--- config.mk ---
export PLATFORM = sky130hd
export DESIGN_NAME = alu_obf_sched
export DESIGN_NICKNAME = d
export VERILOG_FILES = /design/src/rtl/alu_obf_pkg.sv /design/src/rtl/alu_0_obf.sv /design/src/rtl/alu_obf_sched_rr_arbiter.sv /design/src/rtl/alu_obf_sched.sv
export SDC_FILE = /design/constraint.sdc
export NUM_CORES = 1
export LEC_CHECK = 0
export CAP_MARGIN = 10
export CORE_MARGIN = 4
export CORE_UTILIZATION = 50
export CTS_CLUSTER_SIZE = 24
export DETAILED_ROUTE_END_ITERATION = 7
export HOLD_SLACK_MARGIN = 0.06
export MAX_ROUTING_LAYER = met4
export PLACE_DENSITY = 0.77
export SYNTH_ARGS = -nofsm -noshare
export SYNTH_HDL_FRONTEND = slang
export SYNTH_HIERARCHICAL = 1
export SYNTH_SLANG_ARGS = --single-unit
--- constraint.sdc ---
create_clock -name clk -period 17.5 [get_ports clk]
set_input_delay 1.75 -clock clk [delete_from_list [all_inputs] [get_ports clk]]
set_output_delay 1.75 -clock clk [all_outputs]
set_load 0.02 [all_outputs]
--- src/rtl/alu_obf_pkg.sv ---
// Shared types and constants for the locked-ALU scheduler.
//   state_t        : scheduler FSM states
//   ALU_WIDTH      : operand/result width of the locked ALU
//   KEY_W          : width of the locking key presented to the ALU
//   USED_KEY_BITS  : low key bits the ALU actually consumes
package alu_obf_pkg;
    typedef enum logic [1:0] {KEY_WAIT, GRANT, EXEC, RESP} state_t;

    localparam int ALU_WIDTH     = 8;
    localparam int KEY_W         = 255;
    localparam int USED_KEY_BITS = 9;
endpackage

--- src/rtl/alu_0_obf.sv ---
// Locked ALU datapath (combinational).
//   in1, in2, in3 : 8-bit operands
//   sel           : add/sub select, XORed with key[0]
//   locking_key   : KEY_W-bit key; only bits [8:0] affect the result
//   out1          : in1-in2 when sel^key[0], else in1+in2
//   out2          : low 8 bits of in3 * (0xD6 ^ key[8:1])
module alu_0_obf
    import alu_obf_pkg::*;
(
    input  logic [ALU_WIDTH-1:0] in1,
    input  logic [ALU_WIDTH-1:0] in2,
    input  logic [ALU_WIDTH-1:0] in3,
    input  logic                 sel,
    input  logic [KEY_W-1:0]     locking_key,
    output logic [ALU_WIDTH-1:0] out1,
    output logic [ALU_WIDTH-1:0] out2
);
    // Upper key bits are decoys: carried through, never used.
    logic unused_key_bits;
    assign unused_key_bits = ^locking_key[KEY_W-1:USED_KEY_BITS];

    assign out1 = (sel ^ locking_key[0]) ? in1 - in2 : in1 + in2;
    assign out2 = in3 * (8'hD6 ^ locking_key[USED_KEY_BITS-1:1]);
endmodule

--- src/rtl/alu_obf_sched_rr_arbiter.sv ---
// Round-robin arbiter: first requester at or after ptr wins.
//   req : request vector
//   ptr : highest-priority index (must be < NUM_REQ)
//   gnt : one-hot grant (zero when no request)
//   id  : encoded index of the granted requester
//   any : at least one request present
module rr_arbiter #(
    parameter int NUM_REQ = 4,
    parameter int ID_W    = $clog2(NUM_REQ)
) (
    input  logic [NUM_REQ-1:0] req,
    input  logic [ID_W-1:0]    ptr,
    output logic [NUM_REQ-1:0] gnt,
    output logic [ID_W-1:0]    id,
    output logic               any
);
    // Rotate so ptr lands at bit 0; the first set bit is then the offset.
    logic [NUM_REQ-1:0] rot;
    logic [ID_W:0]      sum;

    assign rot = NUM_REQ'({req, req} >> ptr);

    always_comb begin
        any = 1'b0;
        sum = '0;
        for (int k = 0; k < NUM_REQ; k++) begin
            if (!any && rot[k]) begin
                any = 1'b1;
                sum = {1'b0, ptr} + (ID_W+1)'(k);
            end
        end
        if (sum >= (ID_W+1)'(NUM_REQ))
            id = ID_W'(sum - (ID_W+1)'(NUM_REQ));
        else
            id = ID_W'(sum);
        gnt = any ? (NUM_REQ'(1) << id) : '0;
    end
endmodule

--- src/rtl/alu_obf_sched.sv ---
// Shares one locked ALU between NUM_REQ requesters, one op in flight.
//   clk, rst         : clock, async active-high reset
//   locking_key      : key value, captured on key_load
//   key_load         : 1-cycle pulse to load the key
//   key_loaded       : key register valid (sticky until reset)
//   req_valid/ready  : per-requester handshake, ready one-hot or zero
//   req_in1/2/3/sel  : per-requester operands, requester i at [i*WIDTH +: WIDTH]
//   rsp_valid/ready  : response handshake
//   rsp_id/out1/out2 : served requester and ALU results
module alu_obf_sched
    import alu_obf_pkg::*;
#(
    parameter int NUM_REQ = 4,
    parameter int WIDTH   = 8,
    parameter int KEY_W   = 255,
    parameter int ID_W    = $clog2(NUM_REQ)
) (
    input  logic                     clk,
    input  logic                     rst,
    input  logic [KEY_W-1:0]         locking_key,
    input  logic                     key_load,
    output logic                     key_loaded,
    input  logic [NUM_REQ-1:0]       req_valid,
    output logic [NUM_REQ-1:0]       req_ready,
    input  logic [NUM_REQ*WIDTH-1:0] req_in1,
    input  logic [NUM_REQ*WIDTH-1:0] req_in2,
    input  logic [NUM_REQ*WIDTH-1:0] req_in3,
    input  logic [NUM_REQ-1:0]       req_sel,
    output logic                     rsp_valid,
    input  logic                     rsp_ready,
    output logic [ID_W-1:0]          rsp_id,
    output logic [WIDTH-1:0]         rsp_out1,
    output logic [WIDTH-1:0]         rsp_out2
);
    state_t state, nxt;

    logic [KEY_W-1:0] key_q, key_pend;
    logic             key_pend_vld;

    logic [ID_W-1:0]  ptr;
    logic [NUM_REQ-1:0] gnt;
    logic [ID_W-1:0]  gnt_id;
    logic             gnt_any, fire;

    logic [WIDTH-1:0] cap_in1, cap_in2, cap_in3;
    logic             cap_sel;
    logic [ID_W-1:0]  cap_id;
    logic [WIDTH-1:0] alu_out1, alu_out2;

    logic [NUM_REQ-1:0][WIDTH-1:0] in1_v, in2_v, in3_v;
    assign in1_v = req_in1;
    assign in2_v = req_in2;
    assign in3_v = req_in3;

    rr_arbiter #(.NUM_REQ(NUM_REQ), .ID_W(ID_W)) u_arb (
        .req (req_valid),
        .ptr (ptr),
        .gnt (gnt),
        .id  (gnt_id),
        .any (gnt_any)
    );

    assign req_ready = (state == GRANT) ? gnt : '0;
    assign fire      = (state == GRANT) && gnt_any;

    alu_0_obf u_alu (
        .in1         (cap_in1),
        .in2         (cap_in2),
        .in3         (cap_in3),
        .sel         (cap_sel),
        .locking_key (key_q),
        .out1        (alu_out1),
        .out2        (alu_out2)
    );

    always_ff @(posedge clk or posedge rst) begin
        if (rst) state <= KEY_WAIT;
        else     state <= nxt;
    end

    always_comb begin
        nxt = state;
        case (state)
            KEY_WAIT: if (key_loaded) nxt = GRANT;
            GRANT:    if (gnt_any)    nxt = EXEC;
            EXEC:                     nxt = RESP;
            RESP:     if (rsp_ready)  nxt = GRANT;
            default:                  nxt = KEY_WAIT;
        endcase
    end

    // A load arriving during EXEC is parked for one cycle so the op being
    // evaluated sees a stable key; a fresh load supersedes a parked one.
    always_ff @(posedge clk or posedge rst) begin
        if (rst) begin
            key_q        <= '0;
            key_pend     <= '0;
            key_pend_vld <= 1'b0;
            key_loaded   <= 1'b0;
        end else if (key_load && state == EXEC) begin
            key_pend     <= locking_key;
            key_pend_vld <= 1'b1;
        end else if (key_load) begin
            key_q        <= locking_key;
            key_loaded   <= 1'b1;
            key_pend_vld <= 1'b0;
        end else if (key_pend_vld) begin
            key_q        <= key_pend;
            key_loaded   <= 1'b1;
            key_pend_vld <= 1'b0;
        end
    end

    always_ff @(posedge clk or posedge rst) begin
        if (rst) begin
            ptr       <= '0;
            cap_in1   <= '0;
            cap_in2   <= '0;
            cap_in3   <= '0;
            cap_sel   <= 1'b0;
            cap_id    <= '0;
            rsp_valid <= 1'b0;
            rsp_id    <= '0;
            rsp_out1  <= '0;
            rsp_out2  <= '0;
        end else begin
            if (fire) begin
                cap_in1 <= in1_v[gnt_id];
                cap_in2 <= in2_v[gnt_id];
                cap_in3 <= in3_v[gnt_id];
                cap_sel <= req_sel[gnt_id];
                cap_id  <= gnt_id;
                ptr     <= (gnt_id == ID_W'(NUM_REQ-1)) ? '0 : gnt_id + 1'b1;
            end
            if (state == EXEC) begin
                rsp_out1  <= alu_out1;
                rsp_out2  <= alu_out2;
                rsp_id    <= cap_id;
                rsp_valid <= 1'b1;
            end else if (state == RESP && rsp_ready) begin
                rsp_valid <= 1'b0;
            end
        end
    end
endmodule
==> results of run 1 <==
==> impl_metrics.ini, run 1 <==
[outcome]
status = aborted with a tool error
failing_step = I/O pin placement
toolErrorMsg = [ERROR PPL-0024] Number of IO pins (387) exceeds maximum number of available positions (384). Increase the die perimeter from 434.08um to 526.32um.

[synthesis]
postSynthAreaPerCell_um2 = 10.7
mappedNetlistArea_mm2 = 0.00505
ys.warnings.count = 6
synthCells = 472
synthesis.nets = 877

[die]
floorplan.die.width_um = 109
number_of_placement_rows = 36
initial_utilization = 0.515
chipHeight_um = 109
==> run 2, diff against run 1 <==
CORE_UTILIZATION = 35   (was 50)
CTS_CLUSTER_SIZE = unset   (was 24)
HOLD_SLACK_MARGIN = unset   (was 0.06)
MAX_ROUTING_LAYER = unset   (was met4)
PLACE_DENSITY = unset   (was 0.77)
PLACE_DENSITY_LB_ADDON = 0.15   (was unset)
clock period = 22.8 ns   (was 17.5 ns; I/O delays follow)
==> run 2 against run 1 <==
Net effect: area after synthesis is the same; synthesized cell count is the same; the run now ends clean.
==> impl_metrics.ini, run 2 <==
[sta]
slew_headroom = 0.249
setup_tns_ps = 0
setup_repair_after_global_routing_missed_its_margin = false
hold_viol = 0
maxSlewViolCount = 0
fin_hold_ws_ps = 485
skew_ps = 5.07
max_freq_mhz = 157
worst_pin_slew_ps = 1130
final-setup-viol-count = 0
final_critical_path_setup_slack_ps = 16450
final.period_utilization = 0.279
finalWorstPathRequiredPeriod_ps = 6350

[place]
hpwl_um = 10300
port_buffers = 140
pre_cts_slack_ps = 16460
placedInstanceArea_mm2 = 0.00650
place.gp.congestion = 0.787

[die]
io-pin-count = 387
number_of_placement_rows = 43
floorplan.die.width_um = 128
dieArea_mm2 = 0.0164
chipHeight_um = 128
initial_utilization = 0.361
design.core.area_mm2 = 0.0140

[grt]
grt.overflow.total = 0
pin_count_of_the_biggest_net_entering_global_routing = 71
vias_in_the_first_global_route = 4030
grt_first_pass_wirelength_um = 20800
grt.total_usage = 0.164
number_of_antenna_violations_at_the_first_check_in_global_routing = 0

[synthesis]
ys.warnings.count = 6
synthesis.nets = 877
synthCells = 472
mappedNetlistArea_mm2 = 0.00505
postSynthAreaPerCell_um2 = 10.7

[routing]
ant_nets = 0
routed-via-count = 3828
post_drt_wl_per_cell_um = 16.6
drtIter0Drc = 168
drt-vias-per-instance = 4.90
drc = 0
first_pass_iters = 4
total_routed_length_um = 13000

[layout]
number_of_inserted_diodes = 0
finish.net_count = 1001
leading_cell_types_in_the_layout_fill_and_taps_excluded = clkdlybuf4s50_1 (140), dfrtp_1 (70), mux2i_1 (52)
final_layout_size_suffix_gt1_frac = 0.115
flow.area_growth_from_synthesis_pct = 34.2
filler_cell_count = 1358
final_common_cell = clkdlybuf4s50_1
finish.instance_area_mm2 = 0.00678
largest_registers_ranked_by_flip_flop_count = key_pend: 9 flops, key_q: 9 flops

[outcome]
status = complete, no violations

[clocking]
cts_htree_levels = 3
resized_gates_after_cts = 0
clock_tree.buffer_depth = 2
clk_pin_slew_ps = 50
cts_sinks = 70
tritoncts.num_buffers = 9
tritoncts = yes
holdBufCountCts = 0
post-cts-setup-buffer-count = 0
root_buffer = clkbuf_16
insertion_delay_ps = 340

[worst_setup_path]
critical_path_startpoint_category = primary input
critPathRequiredTime_ps = 20520
reg2reg_to = rsp_out2[7]$_DFFE_PP0P_
worst-path-buf-inv = 2
cp_top_family = buffers and inverters
reg2reg_setup_slack_ps = 18910
critical_path_peak_fanout = 8
setup.worst_path.end_class = output port
critical_path.reg2reg.startpoint = cap_in3[0]$_DFFE_PP0P_
critical_path.most_common_cell = clkdlybuf4s50_1
crit_path_max_incr_delay_ps = 600
critical_path_arrival_ps = 4070
reg2reg_depth = 13
crit_path_cell_trace = clkdlybuf4s50_1, nand2b_1, a311oi_1, nor2_1, and2_1, clkdlybuf4s50_1
path_class = primary input to output port
max_stage_delay_cell_worst_path = clkdlybuf4s50_1

[power]
power.static_leakage_nw = 3.01
power.density_cell_area_mw_per_mm2 = 160
totalPowerFinal_mw = 1.09
max-vdd-ir-drop_uv = 72.4

[min_path]
hold_path_depth = 1
holdCritPathClass = flip-flop to flip-flop
holdCritStartpoint = rsp_valid$_DFFE_PP0P_
worstHoldEndpoint = rsp_valid$_DFFE_PP0P_

[run]
max_cap_violations = 0
## run 2: per-stage QoR
| stage | instances | utilization |
|---|---|---|
| floorplan | 472 | - |
| global placement | 765 | 0.464 |
| detailed placement | 765 | 0.464 |
| CTS | 781 | 0.485 |
| global route | 781 | 0.485 |
| finish | 781 | 0.485 |
## run 2: layer usage
layer  vias to the layer above  global-route usage  wire (µm)
met4                         0              0.0581        211
met5                         -                   0          0
met1                      1830               0.209       5400
li1                       1867                   -          -
met2                       116               0.265       6440
met3                        15              0.0496        938
## run 2: worst max path at each step
| stage | from | endpoint | slack [ps] | depth (start not counted) |
|---|---|---|---|---|
| floorplan | req_valid[1] | req_ready[2] | 17560 | 5 |
| global placement | req_valid[0] | req_ready[3] | 16480 | 6 |
| detailed placement | req_valid[2] | req_ready[0] | 16460 | 6 |
| CTS | req_valid[2] | req_ready[0] | 16460 | 6 |
| global route | req_valid[2] | req_ready[0] | 16290 | 6 |
| finish | req_valid[2] | req_ready[0] | 16450 | 6 |
## run 2: power by group
group	internal (mW)	leakage (nW)	switching (mW)
Combinational	0.363	2.03	0.339
Sequential	0.189	0.844	0.0623
Clock	0.0828	0.137	0.0510
Total	0.634	3.01	0.452
## run 2: layout make-up
cell class	count	area (µm²)	share of cell area
tap	180	225	0.0332
clock buffer	16	282	0.0415
sequential	70	1750	0.258
timing repair buffer	142	1420	0.209
inverter	43	161	0.0238
multi-input combinational	330	2940	0.434
Note: power is estimated with default switching activity, not from simulation.
